===== src/rtl/call_announcer.sv =====
// Service-desk call announcer: queues up to four {counter, ticket} calls and shows each one
// as BCD digits, blinking for HOLD_CYCLES cycles before moving on to the next queued call.
module call_announcer #(
  parameter int unsigned HOLD_CYCLES  = 50,
  parameter int unsigned BLINK_CYCLES = 5
) (
  input  logic       clk,
  input  logic       rst,
  input  logic       call_valid,
  input  logic [2:0] counter_call,
  input  logic [5:0] number_call,
  output logic [2:0] disp_counter,
  output logic [3:0] disp_tens,
  output logic [3:0] disp_ones,
  output logic       disp_on,
  output logic       busy,
  output logic [2:0] pending,
  output logic       overflow
);

  localparam logic [7:0] HoldLast  = 8'(HOLD_CYCLES - 1);
  localparam logic [7:0] BlinkLast = 8'(BLINK_CYCLES - 1);

  typedef enum logic [1:0] {StIdle, StLoad, StShow} state_e;

  state_e     state_q, state_d;
  logic [8:0] fifo_q [4];
  logic [8:0] fifo_d [4];
  logic [1:0] wptr_q, wptr_d, rptr_q, rptr_d;
  logic [2:0] count_q, count_d;
  logic       ovf_q, ovf_d;
  logic [8:0] stage_q, stage_d;
  logic [7:0] hold_q, hold_d, blink_q, blink_d;
  logic [2:0] dcnt_q, dcnt_d;
  logic [3:0] tens_q, tens_d, ones_q, ones_d;
  logic       on_q, on_d;

  logic accept, show_end, pop, push;

  function automatic logic [3:0] bcd_tens(logic [5:0] n);
    if (n >= 6'd60)      return 4'd6;
    else if (n >= 6'd50) return 4'd5;
    else if (n >= 6'd40) return 4'd4;
    else if (n >= 6'd30) return 4'd3;
    else if (n >= 6'd20) return 4'd2;
    else if (n >= 6'd10) return 4'd1;
    else                 return 4'd0;
  endfunction

  function automatic logic [3:0] bcd_ones(logic [5:0] n);
    return 4'(n - ({2'b00, bcd_tens(n)} * 6'd10));
  endfunction

  always_comb begin
    accept   = call_valid && (counter_call >= 3'd1) && (counter_call <= 3'd5);
    show_end = (state_q == StShow) && (hold_q == HoldLast);
    pop      = (count_q != 3'd0) && ((state_q == StIdle) || show_end);
    // A pop in the same cycle frees a slot, so a full queue can still take the call.
    push     = accept && ((count_q != 3'd4) || pop);

    fifo_d  = fifo_q;
    wptr_d  = wptr_q;
    rptr_d  = rptr_q;
    stage_d = stage_q;
    count_d = count_q;
    ovf_d   = ovf_q | (accept && (count_q == 3'd4) && !pop);

    if (push) begin
      fifo_d[wptr_q] = {counter_call, number_call};
      wptr_d         = wptr_q + 2'd1;
    end
    if (pop) begin
      stage_d = fifo_q[rptr_q];
      rptr_d  = rptr_q + 2'd1;
    end
    if (push && !pop)      count_d = count_q + 3'd1;
    else if (pop && !push) count_d = count_q - 3'd1;
  end

  always_comb begin
    state_d = state_q;
    hold_d  = hold_q;
    blink_d = blink_q;
    dcnt_d  = dcnt_q;
    tens_d  = tens_q;
    ones_d  = ones_q;
    on_d    = on_q;

    unique case (state_q)
      StIdle: begin
        if (pop) state_d = StLoad;
      end
      StLoad: begin
        dcnt_d  = stage_q[8:6];
        tens_d  = bcd_tens(stage_q[5:0]);
        ones_d  = bcd_ones(stage_q[5:0]);
        hold_d  = 8'd0;
        blink_d = 8'd0;
        on_d    = 1'b1;
        state_d = StShow;
      end
      StShow: begin
        if (show_end) begin
          on_d    = 1'b1;
          state_d = pop ? StLoad : StIdle;
        end else begin
          hold_d = hold_q + 8'd1;
          if (blink_q == BlinkLast) begin
            blink_d = 8'd0;
            on_d    = ~on_q;
          end else begin
            blink_d = blink_q + 8'd1;
          end
        end
      end
      default: state_d = StIdle;
    endcase
  end

  always_ff @(posedge clk or negedge rst) begin
    if (!rst) begin
      state_q <= StIdle;
      for (int i = 0; i < 4; i++) fifo_q[i] <= '0;
      wptr_q  <= '0;
      rptr_q  <= '0;
      count_q <= '0;
      ovf_q   <= 1'b0;
      stage_q <= '0;
      hold_q  <= '0;
      blink_q <= '0;
      dcnt_q  <= '0;
      tens_q  <= '0;
      ones_q  <= '0;
      on_q    <= 1'b0;
    end else begin
      state_q <= state_d;
      fifo_q  <= fifo_d;
      wptr_q  <= wptr_d;
      rptr_q  <= rptr_d;
      count_q <= count_d;
      ovf_q   <= ovf_d;
      stage_q <= stage_d;
      hold_q  <= hold_d;
      blink_q <= blink_d;
      dcnt_q  <= dcnt_d;
      tens_q  <= tens_d;
      ones_q  <= ones_d;
      on_q    <= on_d;
    end
  end

  assign disp_counter = dcnt_q;
  assign disp_tens    = tens_q;
  assign disp_ones    = ones_q;
  assign disp_on      = on_q;
  assign busy         = (state_q != StIdle);
  assign pending      = count_q;
  assign overflow     = ovf_q;

endmodule


===== config.mk =====
export PLATFORM = sky130hd
export DESIGN_NAME = call_announcer
export DESIGN_NICKNAME = d
export VERILOG_FILES = /design/src/rtl/call_announcer.sv
export SDC_FILE = /design/constraint.sdc
export NUM_CORES = 1
export LEC_CHECK = 0
export ABC_AREA = 0
export CAP_MARGIN = 40
export CORE_MARGIN = 2
export CORE_UTILIZATION = 25
export DETAILED_ROUTE_END_ITERATION = 16
export PLACE_DENSITY = 0.49
export SYNTH_ARGS = -nofsm -noshare
export SYNTH_HDL_FRONTEND = slang
export SYNTH_SLANG_ARGS = --single-unit

===== constraint.sdc =====
create_clock -name clk -period 3.2 [get_ports clk]
set_input_delay 0.96 -clock clk [delete_from_list [all_inputs] [get_ports clk]]
set_output_delay 0.96 -clock clk [all_outputs]
set_load 0.05 [all_outputs]

* Yosys cells after proc, flatten, opt, wreduce, memory -nomap -nowiden *
Index checks and enable logic that the tools add are counted.
W data, S select, Z words.

word-level totals
  input port bits = 12
  logic and storage cells = 98
  register bits after elaboration = 83
  output and inout bits = 17

operators by class
  $add $sub $neg = 7
  equal/unequal tests = 10
  bitwise operators = 4
  reduce and logical (&&, ||, !) cells = 22
  $lt $le $gt $ge = 11
  $mul = 1
  mux-type cells = 27

operators by type and width
  kind                   count
  $bwmux W36             1
  $pmux W8 S2            2
  $mux W9                3
  $mux W4                6
  $mux W8                3
  $bmux W9 S2            1
  $demux W9 S2           1
  $ge A6 B6 Y1 const B   3
  $add A8 B1 Y8 const B  2
  $ge A6 B5 Y1 const B   2
  $logic_and A1 B1 Y1    10
  $eq A8 B3 Y1 const B   1
  $eq A8 B6 Y1 const B   1
  $ge A3 B3 Y1 const B   2
  $ge A6 B4 Y1 const B   1
  $mux W3                2
  $ne A2 B2 Y1 const B   3
  $not A2 Y3             2
  $pmux W2 S3            1
  $reduce_and A2 Y1      3
  $reduce_bool A2 Y1     3
  $add A2 B1 Y2 const B  2
  $mul A4 B3 Y3 const B  1
  $mux W1                4
  19 further kinds       22

* Depth between registers and ports, before layout *
  depth in word-level cells = 10
  mapped depth = 13

* Least setup slack after synthesis *
No wires, ideal clock.

  kind = input to register
  start = in counter_call[1]
  end = reg count_q[1] (netlist: pending[1])
  required time = 3075 ps
  cell stages on the path = 7
  arrival time = 2560 ps
  setup time = 125 ps
  buffers on the path = 0
  setup slack = 515 ps
  path through = or3_1 nand2_1 nor2_1 ha_1 inv_1 fa_1 mux2_2

between the ends
  elaborated cells between the ends (all ways) = 10
  classes of those cells = 2 x order compare; 1 x mux; 7 x reduce/logical

RTL lines
  what                     line  RTL
  start: declaration       10    input logic [2:0] counter_call,
  $ge A3 B1 Y1             55    accept = call_valid && (counter_call >= 3'd1) && (counter_call <= 3'd5);
  $logic_and A1 B1 Y1      55
  $logic_and A1 B1 Y1 (*)  55
  $logic_and A1 B1 Y1 (*)  59    push = accept && ((count_q != 3'd4) || pop);
  via push                 38    logic accept, show_end, pop, push;
  $logic_and A1 B1 Y1 (*)  76    if (push && !pop) count_d = count_q + 3'd1;
  $mux W3 (*)              76
  via count_d[1]           30    logic [2:0] count_q, count_d;
  end signal: assignment   140   count_q <= count_d;
  end: declaration         30

The timed path passes the listed nets; every way through them passes the cells marked *.
A chain may end at the register's enable or synchronous reset.

* Worst setup path after layout *
  start = reg state_q[0]
  end = out busy

between the ends
  cells in the longest elaborated chain, start to end = 1

RTL lines
  what                      line  RTL
  start: declaration        26    state_e state_q, state_d;
  start signal: assignment  122   state_q <= StIdle;
  start signal: assignment  136   state_q <= state_d;
  $reduce_bool A2 Y1        156   assign busy = (state_q != StIdle);
  end: declaration          16    output logic busy,

Every way passes these cells.

==> reports/metrics.yaml <==
cp_data_required_time_ns: 2.24
fin_crit_ns: 2.94
path_clk_slew_ns: 0.06
setup_slack_ns: 0.259
num_vias: 2613
place.gp.congestion: 0.765
drive_above_1_share_pct: 28.5
cts_sinks: 82
ir_drop_mv: 0.360
hold_viol: 0
drv_cap: 0
grt_max_degree: 43
htreeDepth: 3
endpoint_kind: "output port"
whs_ns: 0.481
first_global_vias: 2642
crit_path_cell_trace: "inv_1, ha_1, inv_1, clkdlybuf4s50_1"
clk_latency_ns: 0.33
cts_buffer_depth: 2
cts_tree: "built"
crit_path_end: "busy"
r2r-end: "disp_ones[3]"
core_area_sq_um: 16500
cts_resized: 0
crit_slowest_cell: "clkdlybuf4s50_1"
fin_cells: 581
regToRegSetupSlack_ns: 0.44
ys_types: 53
pre_cts_slack_ns: 0.115
reg2reg_depth: 9
cts_buffers: 9
nets: 385
leakage_nw: 2.16
seqCellArea_sq_um: 2050
rsz0062_at_grt: "false"
grt_usage_pct: 9.99
fin_skew_ns: 0.00879
yosys.area.top_type: "dfrtp_1"
hold_class: "register to register"
synth_top_area_share_pct: 48.6
max_freq_ghz: 0.340
netlist_instances: 320
worstSetupPathType: "register to output port"
drc: 0
p_total_mw: 5.31
cts_setup_buffers: 0
relSlewSlack_pct: 47.2
synthTopCellsByArea: "dfrtp_1 49%, mux2_4 13%, mux2_2 4.8%"
vias_per_cell: 4.50
initial_core_util_pct: 25.5
area.growth.synth_to_final_pct: 20.2
drt_iter0_markers: 167
cp_data_arrival_time_ns: 1.98
post-route-period-util_pct: 91.9
start_kind: "register"
antenna_found_initial: 0
drt_pre_antenna_iters: 4
wire_per_inst_microns: 14.2
multi_input_area_sq_um: 2010
dieArea_sq_um: 17900
crit_top_cell: "inv_1"
routed_wl_microns: 8270
startpoint: "state_q[0]"
status: "completed"
gr-total-overflow: 0
reg2reg_from: "stage_q[3]"
ctsHoldBuffers: 0
die_w_microns: 134
die_y_microns: 134
grt_pass1_wl_microns: 14000
synth_common_cells: "82 x dfrtp_1, 36 x mux2_4, 18 x inv_1, 18 x mux2_2, 17 x nand2_1"
worst-path-stages: 4
p_per_area_nw_per_um2: 1050
fin_setup_tns_ns: 0
dpl.hpwl_microns: 5760
avgSynthCellArea_sq_um: 13.2
setup_viol: 0
nFillCells: 1626
synth_enable_flop_cells: 0
yosysWarnings: 0
fp-row-count: 47
drv_slew: 0
port_buffers: 27
syn-cell-area_sq_um: 4220
antennaDiodeCount: 0
crit_buf_inv: 3
slowest_delay_ns: 0.81
synth_most_common_cell: "dfrtp_1"
critPathTopFamily: "buffers and inverters"
worst_pin_slew_ns: 0.793
async_reset_ff_share_pct: 100
ys_ff_latch: 82
cts_root_buf: "clkbuf_16"
num_io_pins: 29
cp_max_fo: 4
synth.net_count: 348
dp_cells: 566
ys_seq_area_share_pct: 48.6
synth_ff_type: "dfrtp_1"
antenna_left: 0
-- flip-flops by register name, summed over array words and instances (netlist names) --
| signal | cells |
|---|---|
| pending | 3 |
| disp_ones | 4 |
| hold_q | 8 |
| state_q | 2 |
| disp_counter | 3 |
| wptr_q | 2 |
| overflow | 1 |
| stage_q | 9 |
| fifo_q | 36 |
| blink_q | 8 |
| disp_tens | 3 |
| rptr_q | 2 |
| disp_on | 1 |
-- layout by cell type, fill, tap and decap left out, types with 4 or more instances in the layout --
cell type and n:
nand2_1 17, xor2_1 4, mux2_4 36, mux4_2 9, nor2_1 8, clkdlybuf4s50_1 26, mux2_2 18, buf_4 13
dfrtp_1 82, o21ai_0 7, nor2b_1 4, a21oi_1 7, o22ai_1 4, ha_1 14, clkbuf_16 9, a31oi_1 6
mux2i_1 4, nand3_1 12, nor3b_2 4, inv_1 18
-- metal layers --
layer	routed length (microns)	vias to the layer above	global-route usage [%]	part of all wire, %
met1	3980	1314	13.5	48
met5	0	-	0	0
met4	159	0	4.26	1.9
li1	-	1231	-	-
met3	290	16	2.15	3.5
met2	3850	52	15.5	46
-- where the power goes --
group	internal, mW	switching, mW
Sequential	1.49	0.381
Combinational	1.27	1.14
Clock	0.623	0.406
Total	3.38	1.93
-- kinds of logic (layout without fill, tap and decap cells) --
| kind of cell | Yosys count | in the layout | synth area share, % |
|---|---|---|---|
| AO/OA/AOI/OAI | 45 | 45 | 7.26 |
| XOR/XNOR | 7 | 7 | 1.45 |
| adder cells (fa/ha/maj) | 16 | 16 | 5.10 |
| buffers and inverters | 32 | 73 | 3.79 |
| flip-flops | 82 | 82 | 48.6 |
| multiplexers | 67 | 67 | 23.4 |
| other | 1 | 1 | 0.0889 |
| AND/OR/NAND/NOR | 70 | 70 | 10.3 |
-- area by class of cell --
| type | count | share of cell area [%] |
|---|---|---|
| well taps | 220 | 5.42 |
| multi-input cells | 206 | 39.6 |
| clock buffers | 11 | 4.78 |
| inverters | 18 | 1.33 |
| repair buffers | 40 | 7.45 |
| flip-flops and latches | 82 | 40.4 |
| clock inverters | 4 | 1.01 |
-- stage by stage --
step,utilization (%),area (sq um)
floorplan,-,4220
global placement,28.9,4780
detailed placement,28.9,4780
CTS,30.7,5070
global route,30.7,5070
finish,30.7,5070
-- how the worst min path moves through the flow --
stage	end	cells past startpoint	start	slack, ns
2_1_floorplan	blink_q[6]	1	blink_q[6]	0.47
3_3_place_gp	overflow	1	overflow	0.47
3_5_place_dp	overflow	1	overflow	0.46
4_1_cts	overflow	1	overflow	0.49
5_1_grt	overflow	1	overflow	0.51
6_report	overflow	1	overflow	0.48
Note: power is estimated with default switching activity, not from simulation.
